### src/rtl/cpc_vram_scheduler.sv
// Shares the 64 KB video/system RAM between the CRTC display fetch and the Z80.
// Each microsecond is 16 phases: video bytes in slots 1 and 5, CPU access in slot 9.
module cpc_vram_scheduler (
    input  logic        i_clock,
    input  logic        i_reset,
    input  logic        i_clken,
    input  logic        i_video_en,
    input  logic [13:0] i_ma,
    input  logic [4:0]  i_ra,
    output logic        o_crtc_clken,
    input  logic        i_cpu_req,
    input  logic        i_cpu_we,
    input  logic [15:0] i_cpu_addr,
    input  logic [7:0]  i_cpu_di,
    output logic [7:0]  o_cpu_do,
    output logic        o_cpu_ack,
    output logic        o_cpu_wait,
    output logic [15:0] o_mem_addr,
    output logic        o_mem_rd,
    output logic        o_mem_wr,
    output logic [7:0]  o_mem_do,
    input  logic [7:0]  i_mem_di,
    output logic [15:0] o_vid_data,
    output logic        o_vid_valid
);

    typedef enum logic [1:0] {
        ST_IDLE,
        ST_PEND,
        ST_ACCESS,
        ST_DONE
    } state_t;

    state_t      r_state;
    logic [3:0]  r_ph;
    logic        r_vid_act;
    logic [14:0] r_vid_base;
    logic [7:0]  r_byte0;
    logic [15:0] r_mem_addr;
    logic        r_mem_rd;
    logic        r_mem_wr;
    logic [7:0]  r_mem_do;
    logic        r_cpu_we;
    logic [7:0]  r_cpu_do;
    logic        r_cpu_ack;
    logic [15:0] r_vid_data;
    logic        r_vid_valid;

    logic        w_cpu_start;
    logic [14:0] w_vid_base;
    logic        w_unused;

    // MA[11:10] and RA[4:3] do not take part in the character address.
    assign w_unused    = ^{i_ma[11:10], i_ra[4:3]};
    assign w_vid_base  = {i_ma[13:12], i_ra[2:0], i_ma[9:0]};
    assign w_cpu_start = i_cpu_req && (r_ph == 4'd8) &&
                         (r_state == ST_IDLE || r_state == ST_PEND);

    always_ff @(posedge i_clock) begin
        if (i_reset) begin
            r_state     <= ST_IDLE;
            r_ph        <= 4'd0;
            r_vid_act   <= 1'b0;
            r_vid_base  <= '0;
            r_byte0     <= '0;
            r_mem_addr  <= '0;
            r_mem_rd    <= 1'b0;
            r_mem_wr    <= 1'b0;
            r_mem_do    <= '0;
            r_cpu_we    <= 1'b0;
            r_cpu_do    <= '0;
            r_cpu_ack   <= 1'b0;
            r_vid_data  <= '0;
            r_vid_valid <= 1'b0;
        end else begin
            // NOTE: pulses clear on every CLOCK, so they last one CLOCK even when CLKEN stalls.
            r_cpu_ack   <= 1'b0;
            r_vid_valid <= 1'b0;
            if (i_clken) begin
                r_ph     <= r_ph + 4'd1;
                r_mem_rd <= 1'b0;
                r_mem_wr <= 1'b0;

                case (r_ph)
                    4'd0: begin
                        r_vid_act  <= i_video_en;
                        r_vid_base <= w_vid_base;
                        if (i_video_en) begin
                            r_mem_rd   <= 1'b1;
                            r_mem_addr <= {w_vid_base, 1'b0};
                        end
                    end
                    4'd2: if (r_vid_act) r_byte0 <= i_mem_di;
                    4'd4: if (r_vid_act) begin
                        r_mem_rd   <= 1'b1;
                        r_mem_addr <= {r_vid_base, 1'b1};
                    end
                    4'd6: if (r_vid_act) begin
                        r_vid_data  <= {i_mem_di, r_byte0};
                        r_vid_valid <= 1'b1;
                    end
                    default: ;
                endcase

                // CPU slot strobes are set at the edge ending slot 8.
                if (w_cpu_start) begin
                    r_state    <= ST_ACCESS;
                    r_mem_addr <= i_cpu_addr;
                    r_mem_wr   <= i_cpu_we;
                    r_mem_rd   <= ~i_cpu_we;
                    r_mem_do   <= i_cpu_di;
                    r_cpu_we   <= i_cpu_we;
                end else begin
                    case (r_state)
                        ST_IDLE:   if (i_cpu_req) r_state <= ST_PEND;
                        ST_PEND:   if (!i_cpu_req) r_state <= ST_IDLE;
                        ST_ACCESS: r_state <= ST_DONE;
                        ST_DONE: begin
                            if (!r_cpu_we) r_cpu_do <= i_mem_di;
                            r_cpu_ack <= 1'b1;
                            r_state   <= ST_IDLE;
                        end
                        default:   r_state <= ST_IDLE;
                    endcase
                end
            end
        end
    end

    assign o_crtc_clken = i_clken && (r_ph == 4'd15);
    assign o_cpu_wait   = i_cpu_req && !r_cpu_ack;
    assign o_cpu_do     = r_cpu_do;
    assign o_cpu_ack    = r_cpu_ack;
    assign o_mem_addr   = r_mem_addr;
    assign o_mem_rd     = r_mem_rd;
    assign o_mem_wr     = r_mem_wr;
    assign o_mem_do     = r_mem_do;
    assign o_vid_data   = r_vid_data;
    assign o_vid_valid  = r_vid_valid;

endmodule

### config.mk
export PLATFORM = sky130hd
export DESIGN_NAME = cpc_vram_scheduler
export DESIGN_NICKNAME = d
export VERILOG_FILES = /design/src/rtl/cpc_vram_scheduler.sv
export SDC_FILE = /design/constraint.sdc
export NUM_CORES = 1
export LEC_CHECK = 0
export ABC_CLOCK_PERIOD_IN_PS = 1950
export CAP_MARGIN = 20
export CORE_AREA = 2 2 106 77
export DETAILED_ROUTE_END_ITERATION = 8
export DIE_AREA = 0 0 108 79
export MAX_ROUTING_LAYER = met4
export PLACE_DENSITY_LB_ADDON = 0.3
export SYNTH_ARGS = -nofsm -noshare
export SYNTH_HDL_FRONTEND = slang
export SYNTH_SLANG_ARGS = --single-unit
### constraint.sdc
create_clock -name i_clock -period 1.95 [get_ports i_clock]
set_clock_uncertainty 0.05 [all_clocks]
set_input_delay 0.39 -clock i_clock [delete_from_list [all_inputs] [get_ports i_clock]]
set_output_delay 0.39 -clock i_clock [all_outputs]
set_load 0.05 [all_outputs]
==> metrics.md <==
| Metric | Value |
|---|---|
| Post-synthesis mux area share | 0.0857 |
| Hold WS | 0.320 ns |
| Crit. End Element | output port |
| Ratio of cells with drive above 1 in the final layout | 0.141 |
| Final cell count without fillers | 624 |
| Die area | 0.00853 sq mm |
| Sink Count | 83 |
| Worst r2r src | r_ph[0] |
| Worst Path Max Fanout | 1 |
| Dpl ws | -0.187 ns |
| Critical-path top delay cell | clkdlybuf4s50_1 |
| Synthesized instance count | 396 |
| Core box area | 0.00760 sq mm |
| Hold_sp | i_reset |
| Top delay family on crit path | buffers and inverters |
| # nets final | 578 |
| Crit path kind | flip-flop to output port |
| Max-cap viol count | 0 |
| Latest clock arrival within the worst-skew pair | 0.35 ns |
| Adder-Cell Fraction of Synth Area | 0.0110 |
| Post-DP HPWL | 6220 um |
| Pwr dens | 704 mW/mm^2 |
| DRC Markers | 0 |
| Post-synthesis compound-gate area fraction | 0.163 |
| Total number of cells along the worst setup path | 1 |
| N_diodes | 0 |
| Final setup vio count | 0 |
| Cell area after layout | 0.00493 sq mm |
| Post-Syn Area | 0.00340 sq mm |
| Syn avg cell area | 8.59 sq um |
| # H-tree levels | 3 |
| WP buf/inv | 1 |
| Crit share post-route | 0.968 |
| First-pass GRT wire length | 14100 um |
| Fin. max-slew vios | 0 |
| Critical-path cell list | clkdlybuf4s50_1 |
| Seq/Total Area, Yosys | 0.488 |
| Area of the multi-input gates | 0.00161 sq mm |
| CP Data Required Time | 1.51 ns |
| Post-DRT Antenna Nets | 0 |
| Placed cell areas | 0.00471 sq mm |
| Clk buf depth | 2 |
| Setup bufs post-CTS | 0 |
| Reg2Reg Setup Slack | 0.08 ns |
| GPL Wtd Cong | 0.762 |
| Root Buffer | clkbuf_8 |
| Cts hold-fix bufs | 0 |
| Synth Area in XOR/XNOR | 0.00772 |
| Die H | 79 um |
| Minimum clock period | 1.89 ns |
| Vias in the first global route | 2967 |
| Largest net degree at the start of global routing | 40 |
| DR iter-0 viols | 80 |
| Fmax | 530 MHz |
| Sequential standard cell area | 0.00166 sq mm |
| Inst Count DP | 607 |
| Via density | 5.08 |
| CP peak stage delay | 0.79 ns |
| Synth Register Bits | 83 |
| Netlist cell types | 38 |
| Post-Syn Nets | 456 |
| Main combinational cell family by area after synthesis | simple AND/OR/NAND/NOR gates |
| FP Rows | 27 |
| Clock slew at reported path FFs | 0.09 ns |
| Worst-Margin Slew | 0.516 ns |
| Reg2Reg Depth | 7 |
| Final setup margin | 0.0621 ns |
| VDD IR max | 0.439 mV |
| Slew Limit Headroom | 0.657 |
| YS warnings | 0 |
| Critical Path Start Type | flip-flop |
| TritonCTS buffer count | 9 |
| Outcome | finished clean |
| Leak | 2.17 nW |
| Global route overflow | 0 |
| RSZ-0062 raised after global routing | false |
| Hold WC Path Type | primary input to flip-flop |
| Syn-to-layout area delta | 45.0% |
| Worst hold stages | 2 |
| Total Power | 3.47 mW |
| Worst Path Arrival | 1.45 ns |
| Hold Fails Final Rpt | 0 |
| CTS tree | built |
| Gr usage total | 0.217 |
| Fillers | 661 |
| Detail-routed net length per standard cell | 14.0 um |
| I/O Buffers | 106 |
| Vias post-DR | 3169 |
| Simple-Gate Fraction of Synth Area | 0.204 |
| Crit path launch | o_vid_valid |
| Die X | 108 um |
| Initial core utilization | 0.448 |
| Detailed-route wire length | 8740 um |
| Drt pass-1 iters | 4 |
| Initial antenna violation count | 0 |
| Top Ports | 111 |
[final timing paths]
kind	end
setup reg to reg	o_mem_addr[5]
hold reg to reg	o_vid_data[2]
hold / removal	r_vid_base[13]
setup / recovery	o_vid_valid
[metal layers]
layer  wire, um  up-vias  GRT usage
li1           -     1579          -
met1       3970     1489      0.277
met2       4150       96      0.343
met3        563        5     0.0599
met4         55        0     0.0590
met5          0        -          -
[power breakdown]
part,internal (mW),switching [mW]
clock,0.508,0.645
combinational,0.262,0.283
sequential,1.75,0.0278
[metrics by stage]
stage,utilization,setup TNS [ns]
finish,0.649,0
global route,0.649,0
CTS,0.640,0
detailed placement,0.620,-4.61
global placement,0.620,-2.97
floorplan,-,0
[logic make-up after synthesis]
| logic type | count (synthesis) |
|---|---|
| compound gates | 82 |
| buf+inv | 28 |
| mux | 29 |
| simple gates | 168 |
| xor+xnor | 3 |
| fa+ha+maj | 3 |
| flops | 83 |
[state kept, by name (all words and copies together), names as in the netlist]
register	count
o_mem_rd	1
o_cpu_do	8
o_mem_wr	1
o_mem_do	8
r_cpu_we	1
o_cpu_ack	1
r_state	2
o_mem_addr	16
r_vid_act	1
r_ph	4
r_byte0	8
o_vid_data	16
r_vid_base	15
o_vid_valid	1
[placed cells by master, fill, tap and decap left out, types with 3 or more instances in the layout]
cell type	count
nand2_1	115
nor2_1	29
a21oi_1	53
dfxtp_1	82
dlymetal6s2s_1	13
clkbuf_8	10
buf_12	5
clkinvlp_4	3
inv_1	4
nor2_2	3
buf_4	30
o31ai_2	8
o22ai_1	8
dlygate4sd2_1	32
nand2b_1	5
clkdlybuf4s50_1	51
a22o_1	6
nand3_1	3
mux2i_1	28
[synthesized netlist by cell type (all sizes together)]
cell,number,area share
nor2b,2,0.0037
ha,3,0.011
nand4,1,0.0018
mux2,1,0.0033
nand4b,1,0.0026
nor2,32,0.037
a22o,6,0.015
a31oi,1,0.0018
or2,3,0.0055
clkbuf,11,0.012
and2b,1,0.0022
nand2,115,0.13
dfxtp,83,0.49
a311oi,1,0.0026
a221oi,2,0.010
o211a,1,0.0029
and4b,1,0.0029
o22ai,8,0.015
nor3,1,0.0015
inv,4,0.0044
o31ai,8,0.029
nand2b,5,0.0092
a21oi,53,0.078
o21ai,1,0.0015
nand3b,2,0.0044
a22oi,1,0.0063
xnor2,1,0.0026
nand3,3,0.0044
and3b,1,0.0026
buf,13,0.023
mux2i,28,0.082
xor2,2,0.0051
[worst reg2reg max path, delay by kind of cell, from the launching register on]
kind | cells | cell delay [ns]
AOI/OAI and AO/OA | 2 | 0.52
adders and majority gates | 1 | 0.20
buffers and inverters | 3 | 0.46
DFF | 1 | 0.34
and+or+nand+nor | 1 | 0.25
[what timing repair did]
action | in CTS | in global routing
gates resized for setup | 33 | 18
pin swaps | 1 | 3
setup endpoints to repair | 33 | 35
gates cloned | 0 | 1
[area by class of cell]
type | count | share of cell area
Inverter | 4 | 0.00304
Tap cell | 101 | 0.0256
Timing Repair Buffer | 135 | 0.270
Multi-Input combinational cell | 285 | 0.327
Clock buffer | 10 | 0.0279
Clock inverter | 6 | 0.00989
Sequential cell | 83 | 0.337
(Power assumes the default switching activity.)
